`src/rtl/bus_arb_pkg.sv`:
```
// Shared types and constants for the two-master system bus arbiter.
// Build option: BUS_ARB_TIMEOUT_EN enables the forced-rotation hold timer.
package bus_arb_pkg;

    // System bus widths
    localparam int BUS_ADDR_W = 32;
    localparam int BUS_DATA_W = 32;

    // Hold counter width; MAX_HOLD is limited to 2..255 so it fits
    localparam int HOLD_CNT_W = 8;

    // Arbiter ownership states
    typedef enum logic [1:0] {
        IDLE = 2'd0,
        OWN0 = 2'd1,
        OWN1 = 2'd2
    } arb_state_t;

    // Index of a bus master
    typedef logic master_idx_t;

    localparam master_idx_t MASTER0 = 1'b0;
    localparam master_idx_t MASTER1 = 1'b1;

    // Ownership state belonging to a given master
    function automatic arb_state_t own_state(input master_idx_t m);
        return (m == MASTER1) ? OWN1 : OWN0;
    endfunction

    // Next ownership state from the registered state and the sampled requests.
    // A tie from IDLE goes to the master that did not own the bus last.
    // An owner that drops its request hands over directly when the other
    // master is waiting; a preempt moves ownership even if the owner holds on.
    function automatic arb_state_t arb_next_state(
        input arb_state_t  st,
        input logic        req0,
        input logic        req1,
        input master_idx_t last,
        input logic        preempt
    );
        arb_state_t nxt;
        nxt = IDLE;
        case (st)
            IDLE: begin
                if (req0 && req1)
                    nxt = own_state(master_idx_t'(~last));
                else if (req0)
                    nxt = OWN0;
                else if (req1)
                    nxt = OWN1;
                else
                    nxt = IDLE;
            end
            OWN0: begin
                if (req0 && !preempt)
                    nxt = OWN0;
                else if (req1)
                    nxt = OWN1;
                else
                    nxt = IDLE;
            end
            OWN1: begin
                if (req1 && !preempt)
                    nxt = OWN1;
                else if (req0)
                    nxt = OWN0;
                else
                    nxt = IDLE;
            end
            default: nxt = IDLE;
        endcase
        return nxt;
    endfunction

endpackage

```
`src/rtl/bus_arb_hold_timer.sv`:
```
// Hold timer for the bus arbiter: counts cycles the current owner keeps the
// bus while the other master waits, and flags a forced rotation once the
// owner has had MAX_HOLD such cycles. Only instantiated with BUS_ARB_TIMEOUT_EN.
module bus_arb_hold_timer
    import bus_arb_pkg::*;
#(
    parameter int MAX_HOLD = 16
) (
    input  logic i_clk,
    input  logic i_rst_n,
    input  logic i_owning,
    input  logic i_owner_req,
    input  logic i_other_req,
    output logic o_preempt
);

    localparam logic [HOLD_CNT_W-1:0] LP_LIMIT = HOLD_CNT_W'(MAX_HOLD - 1);

    logic [HOLD_CNT_W-1:0] r_count;

    // Rotation is due when the limit is reached and the other master still waits
    assign o_preempt = i_owning && i_other_req && (r_count == LP_LIMIT);

    // Count while the owner keeps the bus under contention; any change of
    // ownership (or idle) restarts from zero so every new owner gets a full budget
    always_ff @(posedge i_clk or negedge i_rst_n) begin
        if (!i_rst_n) begin
            r_count <= '0;
        end else if (i_owning && i_owner_req && !o_preempt) begin
            if (i_other_req)
                r_count <= r_count + 1'b1;
        end else begin
            r_count <= '0;
        end
    end

endmodule

```
`src/rtl/bus_arbiter.sv`:
```
// Two-master system bus arbiter (CPU core plus DMA/debug master).
// Registered grants, round-robin tie break, bus mux driven from the
// registered ownership so requests never reach the bus combinationally.
// Build option: define BUS_ARB_TIMEOUT_EN to force rotation after MAX_HOLD
// contended cycles; without it the owner keeps the bus until it lets go.
module bus_arbiter
    import bus_arb_pkg::*;
#(
    parameter int MAX_HOLD = 16
) (
    input  logic                  clk,
    input  logic                  reset,

    input  logic                  m0Req,
    output logic                  m0Grant,
    input  logic [BUS_ADDR_W-1:0] m0Address,
    input  logic [BUS_DATA_W-1:0] m0DataOut,
    input  logic                  m0WriteEnable,
    output logic [BUS_DATA_W-1:0] m0DataIn,

    input  logic                  m1Req,
    output logic                  m1Grant,
    input  logic [BUS_ADDR_W-1:0] m1Address,
    input  logic [BUS_DATA_W-1:0] m1DataOut,
    input  logic                  m1WriteEnable,
    output logic [BUS_DATA_W-1:0] m1DataIn,

    output logic [BUS_ADDR_W-1:0] address,
    output logic [BUS_DATA_W-1:0] dataOut,
    output logic                  busWriteEnable,
    input  logic [BUS_DATA_W-1:0] dataIn
);

    // Reject hold limits the 8-bit counter cannot represent
    if (MAX_HOLD < 2 || MAX_HOLD > 255) begin : g_bad_max_hold
        $error("bus_arbiter: MAX_HOLD must be in 2..255");
    end

    arb_state_t  r_state;
    master_idx_t r_last_owner;
    logic        r_m0_grant;
    logic        r_m1_grant;

    arb_state_t  w_next_state;
    logic        w_preempt;

`ifdef BUS_ARB_TIMEOUT_EN
    logic w_owning;
    logic w_owner_req;
    logic w_other_req;

    assign w_owning    = (r_state != IDLE);
    assign w_owner_req = r_m0_grant ? m0Req : m1Req;
    assign w_other_req = r_m0_grant ? m1Req : m0Req;

    bus_arb_hold_timer #(
        .MAX_HOLD (MAX_HOLD)
    ) u_hold_timer (
        .i_clk       (clk),
        .i_rst_n     (reset),
        .i_owning    (w_owning),
        .i_owner_req (w_owner_req),
        .i_other_req (w_other_req),
        .o_preempt   (w_preempt)
    );
`else
    assign w_preempt = 1'b0;
`endif

    assign w_next_state = arb_next_state(r_state, m0Req, m1Req, r_last_owner, w_preempt);

    // Ownership FSM: state, last owner and grant flops all move on the same edge
    always_ff @(posedge clk or negedge reset) begin
        if (!reset) begin
            r_state      <= IDLE;
            r_last_owner <= MASTER1;
            r_m0_grant   <= 1'b0;
            r_m1_grant   <= 1'b0;
        end else begin
            r_state    <= w_next_state;
            r_m0_grant <= (w_next_state == OWN0);
            r_m1_grant <= (w_next_state == OWN1);
            if (w_next_state == OWN0)
                r_last_owner <= MASTER0;
            else if (w_next_state == OWN1)
                r_last_owner <= MASTER1;
        end
    end

    assign m0Grant = r_m0_grant;
    assign m1Grant = r_m1_grant;

    // Bus and read-data routing from the registered owner; a master without
    // the grant sees zero read data and cannot reach the write strobe
    always_comb begin
        address        = '0;
        dataOut        = '0;
        busWriteEnable = 1'b0;
        m0DataIn       = '0;
        m1DataIn       = '0;
        if (r_m0_grant) begin
            address        = m0Address;
            dataOut        = m0DataOut;
            busWriteEnable = m0WriteEnable;
            m0DataIn       = dataIn;
        end else if (r_m1_grant) begin
            address        = m1Address;
            dataOut        = m1DataOut;
            busWriteEnable = m1WriteEnable;
            m1DataIn       = dataIn;
        end
    end

endmodule

```
`config.mk`:
```
export PLATFORM = sky130hd
export DESIGN_NAME = bus_arbiter
export DESIGN_NICKNAME = d
export VERILOG_FILES = /design/src/rtl/bus_arb_pkg.sv /design/src/rtl/bus_arb_hold_timer.sv /design/src/rtl/bus_arbiter.sv
export SDC_FILE = /design/constraint.sdc
export NUM_CORES = 1
export LEC_CHECK = 0
export ABC_AREA = 1
export CAP_MARGIN = 20
export CORE_AREA = 2 2 116 118
export CTS_BUF_LIST = sky130_fd_sc_hd__clkbuf_4 sky130_fd_sc_hd__clkbuf_8
export DETAILED_ROUTE_END_ITERATION = 7
export DIE_AREA = 0 0 118 120
export DONT_BUFFER_PORTS = 1
export GPL_TIMING_DRIVEN = 0
export MAX_ROUTING_LAYER = met4
export PLACE_DENSITY = 0.34
export SYNTH_ARGS = -nofsm -noshare
export SYNTH_HDL_FRONTEND = slang
export SYNTH_SLANG_ARGS = --single-unit
export TNS_END_PERCENT = 20
```
`constraint.sdc`:
```
create_clock -name clk -period 1.8 [get_ports clk]
set_clock_uncertainty 0.1 [all_clocks]
set_input_delay 0.18 -clock clk [delete_from_list [all_inputs] [get_ports clk]]
set_output_delay 0.18 -clock clk [all_outputs]
set_load 0.01 [all_outputs]
```
Word-level counts from Yosys, hierarchy flattened
Index checks and enable logic that the tools add are counted.

storage, ports and cells
  bits in latches = 0
  memories kept = 0
  word-level logic and storage cells = 29
  input port bits = 166
  bits in writable memories = 0
  output and inout bits = 131
  bits in registers = 5
  bits in read-only memories = 0

cells by class
  eq/ne operators = 4
  div/mod/pow operators = 0
  reductions and logical operators = 3
  mux-type cells = 18
  multipliers = 0
  shift operators = 0
  $add $sub $neg = 0
  bitwise gates (word level) = 0
  order comparisons = 0

operators with widths
  operator            number
  $mux 32             7
  $mux 2              5
  $pmux 2 s3          1
  $mux 1              5
  $eq 2x1->1 const B  2
  $eq 2x2->1 const B  2
  $logic_not 2->1     1
  $reduce_bool 2->1   1
  $logic_and 1x1->1   1

Longest topological paths before layout
  word-level depth = 7
  gate-level depth with buffers = 7
  gate-level depth less buffers = 7

Least setup slack after synthesis
No wires, ideal clock.

  kind = register -> register
  start = register r_state[1]
  end = register r_last_owner
  required time = 1.621 ns
  buffers on the path = 0
  data arrival time = 1.121 ns
  cell stages (with the launch flop) = 6
  period minus slack after synthesis = 1.300 ns
  setup slack = 0.500 ns
  library setup time = 0.079 ns
  cells stage by stage = dfrtp_1 -> nor2_1 -> nand2_1 -> a21oi_1 -> ha_1 -> o21ai_0

on the way
  cells in the longest elaborated chain, start to end = 4
  elaborated cells on any way between the ends = 8
  classes of those cells = eq/ne (4); mux (2); reduce/logical (2)

ends and longest elaborated chain
  element                                      line                                  text
  start, declared                              bus_arbiter.sv:39                     arb_state_t r_state;
  start signal, assigned                       bus_arbiter.sv:80                     r_state <= w_next_state;
  $eq 2x2->1 (tied with other cells)           bus_arb_pkg.sv:43                     case (st)
  $pmux 2 s3 *                                 bus_arb_pkg.sv:43
  via w_next_state[1]                          bus_arbiter.sv:44                     arb_state_t w_next_state;
  $eq 2x1->1 or $eq 2x2->1 (tied branches)     bus_arbiter.sv:83, bus_arbiter.sv:85
  $mux 1 or $reduce_bool 2->1 (tied branches)  -
  end signal, assigned                         bus_arbiter.sv:76                     r_last_owner <= MASTER1;
  end signal, assigned                         bus_arbiter.sv:84                     r_last_owner <= MASTER0;
  end signal, assigned                         bus_arbiter.sv:86                     r_last_owner <= MASTER1;
  end, declared                                bus_arbiter.sv:40                     master_idx_t r_last_owner;

Mark *: on every way through the listed nets, which the timed path passes. The rest lies on a longest branch.
A chain may end at the register's enable or synchronous reset.

Final worst setup path
  start = register r_m0_grant, in the netlist m0Grant
  end = output address[30]

on the way
  cells in the longest elaborated chain, start to end = 1

ends and longest elaborated chain
  element                 line                text
  start, declared         bus_arbiter.sv:41   logic r_m0_grant;
  start signal, assigned  bus_arbiter.sv:81   r_m0_grant <= (w_next_state == OWN0);
  $mux 32                 bus_arbiter.sv:101  if (r_m0_grant) begin
  end, declared           bus_arbiter.sv:28   output logic [BUS_ADDR_W-1:0] address,

Every way passes these cells.

==> results.py <==
metrics = {
    "run_status": {
        "outcome": "completed",
    },
    "layout": {
        "layout-drive-gt1-share_pct": 11.9,
        "nFillCells": 1561,
        "nets": 557,
        "syn2layout_area_growth_pct": 18.2,
        "final_core_util_pct": 15.9,
        "multiInputGateArea_mm2": 0.00129,
        "diodes": 0,
        "layout_commonest_cell": "nand2_1",
        "regArea_um2": 128,
        "final_cell_mix": "nand2_1 (201), nand3_1 (66), inv_1 (35)",
    },
    "power_and_ir_drop": {
        "max-vdd-ir-drop_mv": 0.371,
        "leakage_nw": 1.33,
        "power_density_mw_per_mm2": 1030,
    },
    "route": {
        "drc_errors": 0,
        "met2_length_um": 4060,
        "avgViaCountPerCell": 4.23,
        "route.vias.total": 2382,
        "drt-initial-drc-count": 71,
        "highest-signal-layer": "met4",
        "drt_wl_total_um": 7860,
        "wl_met3_um": 637,
        "dr.pass1.iters": 6,
        "ant_nets": 0,
        "wire_per_inst_um": 14.0,
        "route.layer.met1.wl_um": 2880,
    },
    "setup_path": {
        "timing.critical_path.fanout_max": 10,
        "worstSetupPathType": "reg -> out",
        "worstSetupStartpointType": "flop",
        "endpoint_kind": "output port",
        "arrival_ns": 1.40,
        "ff2ff_setup_slack_ns": 0.37,
        "r2r_cells": 5,
        "crit_required_ns": 1.52,
        "worstReg2RegStart": "r_state[1]$_DFF_PN0_",
        "reg2reg_to": "r_last_owner$_DFFE_PN1P_",
    },
    "sta": {
        "worstMarginPinSlew_ns": 0.438,
        "finalSetupTns_ns": 0,
        "hold_violations": 0,
        "min_period_over_period_pct": 93.6,
        "max_slew_margin_pct": 70.8,
        "maxSlewViolCount": 0,
        "rsz0062_at_grt": "no",
        "max_freq_mhz": 594,
        "finalSetupViolations": 0,
        "finalCriticalPeriod_ns": 1.68,
    },
    "synth": {
        "syn_area_per_cell_um2": 4.56,
        "syn_nets": 551,
        "synth.distinct_cells": 15,
        "yosys_warnings": 0,
        "synth_area_mm2": 0.00174,
        "synth_cells": 382,
        "ys_ff_latch": 5,
        "yosysSeqAreaShare_pct": 7.25,
    },
    "global_route": {
        "grt_max_degree": 11,
        "grt_remaining_overflow": 0,
        "antenna_found_initial": 0,
        "track_usage_pct": 9.61,
        "grt_pass1_vias": 2012,
        "grt_pass1_wl_um": 10500,
    },
    "placed_design": {
        "post-dp-hpwl_um": 6630,
        "gp_congestion": 0.817,
        "io_buffers": 0,
    },
    "clock_tree": {
        "cts_setup_buffers": 0,
        "cts_tree": "built",
        "clock_sinks": 5,
        "clockRootBuffer": "clkbuf_8",
        "clockBufferDepth": 2,
        "cts_made_buffers": 3,
        "clkLatencyLatePin_ns": 0.22,
        "h-tree-depth": 1,
        "clk_pin_slew_worst_paths_ns": 0.04,
    },
    "hold_path": {
        "min_path_cells": 2,
        "min_to": "r_state[1]$_DFF_PN0_",
        "hold_start": "m1Req",
        "hold_path_class": "in -> reg",
    },
    "floorplan": {
        "die_area_mm2": 0.0142,
        "io_pins": 297,
        "die_h_um": 120,
        "core_area_mm2": 0.0130,
        "rows": 42,
        "initial_core_util_pct": 13.4,
        "die_x_um": 118,
    },
    "job": {
        "maxCapViolCount": 0,
    },
}
## kinds of logic (layout without fill, tap and decap cells)
kind of cell               count (synthesis)  in the layout  share of synthesized area, %
buffers and inverters                     68             73                          19.6
DFF                                        5              5                          7.25
and+or+nand+nor                          303            303                          70.1
adders and majority gates                  3              3                          2.15
AOI/OAI and AO/OA                          3              3                         0.861
## power by group
group / switching (mW) / internal, mW
sequential: 0.0391 / 0.157
combinational: 1.24 / 0.474
clock: 0.0521 / 0.167
total: 1.33 / 0.797
## worst max-delay path, cell delays in order (launching register included)
cell and delay, ns:
dfrtp_2 0.45, inv_2 0.07, buf_4 0.20, buf_6 0.17
nand3_1 0.14, nand2_2 0.14
## routing by layer
layer,track usage [%],up-vias
li1,-,1158
met3,1.90,18
met4,4.22,0
met5,-,-
met2,17.7,167
met1,9.93,1039
## sequential cells by signal, summed over array words and instances, names as in the netlist
| signal | flops |
|---|---|
| m0Grant | 1 |
| m1Grant | 1 |
| r_last_owner | 1 |
| r_state | 2 |
## synth_stat cells
library cell  count  area (um2)
nand2_1         202         758
ha_1              3        37.5
inv_1            35         131
o21ai_0           1        5.00
a21oi_1           2        10.0
buf_6             4        45.0
buf_2            18        90.1
dfstp_2           1        26.3
clkbuf_1          1        3.75
inv_2             1        3.75
nor2_1           34         128
nand3_1          66         330
dfrtp_1           4         100
buf_4             9        67.6
nand2b_1          1        6.26
## worst max path at each step
stage                         start                  endpoint  slack, ns  depth (start not counted)
2_1_floorplan  r_state[1]$_DFF_PN0_  r_last_owner$_DFFE_PN1P_       0.50                          5
3_3_place_gp      m0Grant$_DFF_PN0_               address[29]       0.15                          4
3_5_place_dp      m0Grant$_DFF_PN0_               address[29]       0.14                          4
4_1_cts           m1Grant$_DFF_PN0_               m1DataIn[8]       0.02                          5
5_1_grt           m0Grant$_DFF_PN0_               address[30]     0.0001                          5
6_report          m0Grant$_DFF_PN0_               address[30]       0.12                          5
## per-stage QoR
step                      std cells  hold slack, ns  area (um2)  power [mW]  setup WS (ns)
after floorplan                 382          -0.216        1740        1.54          0.500
after global placement          558          -0.215        1960        1.89          0.150
after detailed placement        558          -0.215        1960        1.90          0.144
after CTS                       563          0.0532        2040        2.15         0.0180
after global routing            563          0.0673        2060        2.35       0.000135
final                           563          0.0601        2060        2.13          0.116
## repair_timing
item	4_1_cts	5_1_grt
hold buffers	1	0
pin swaps	0	0
endpoints found under the setup margin	20	32
endpoints found under the hold margin	5	0
resized for setup	5	10
## layout make-up
cell class / instances / share of cell area, %
clock buffer: 4 / 2.37
inverter: 36 / 6.56
sequential: 5 / 6.19
timing repair buffer: 1 / 0.486
multi-input combinational: 309 / 62.8
buffer: 32 / 10.9
tap: 176 / 10.7
Note: power is estimated with default switching activity, not from simulation.
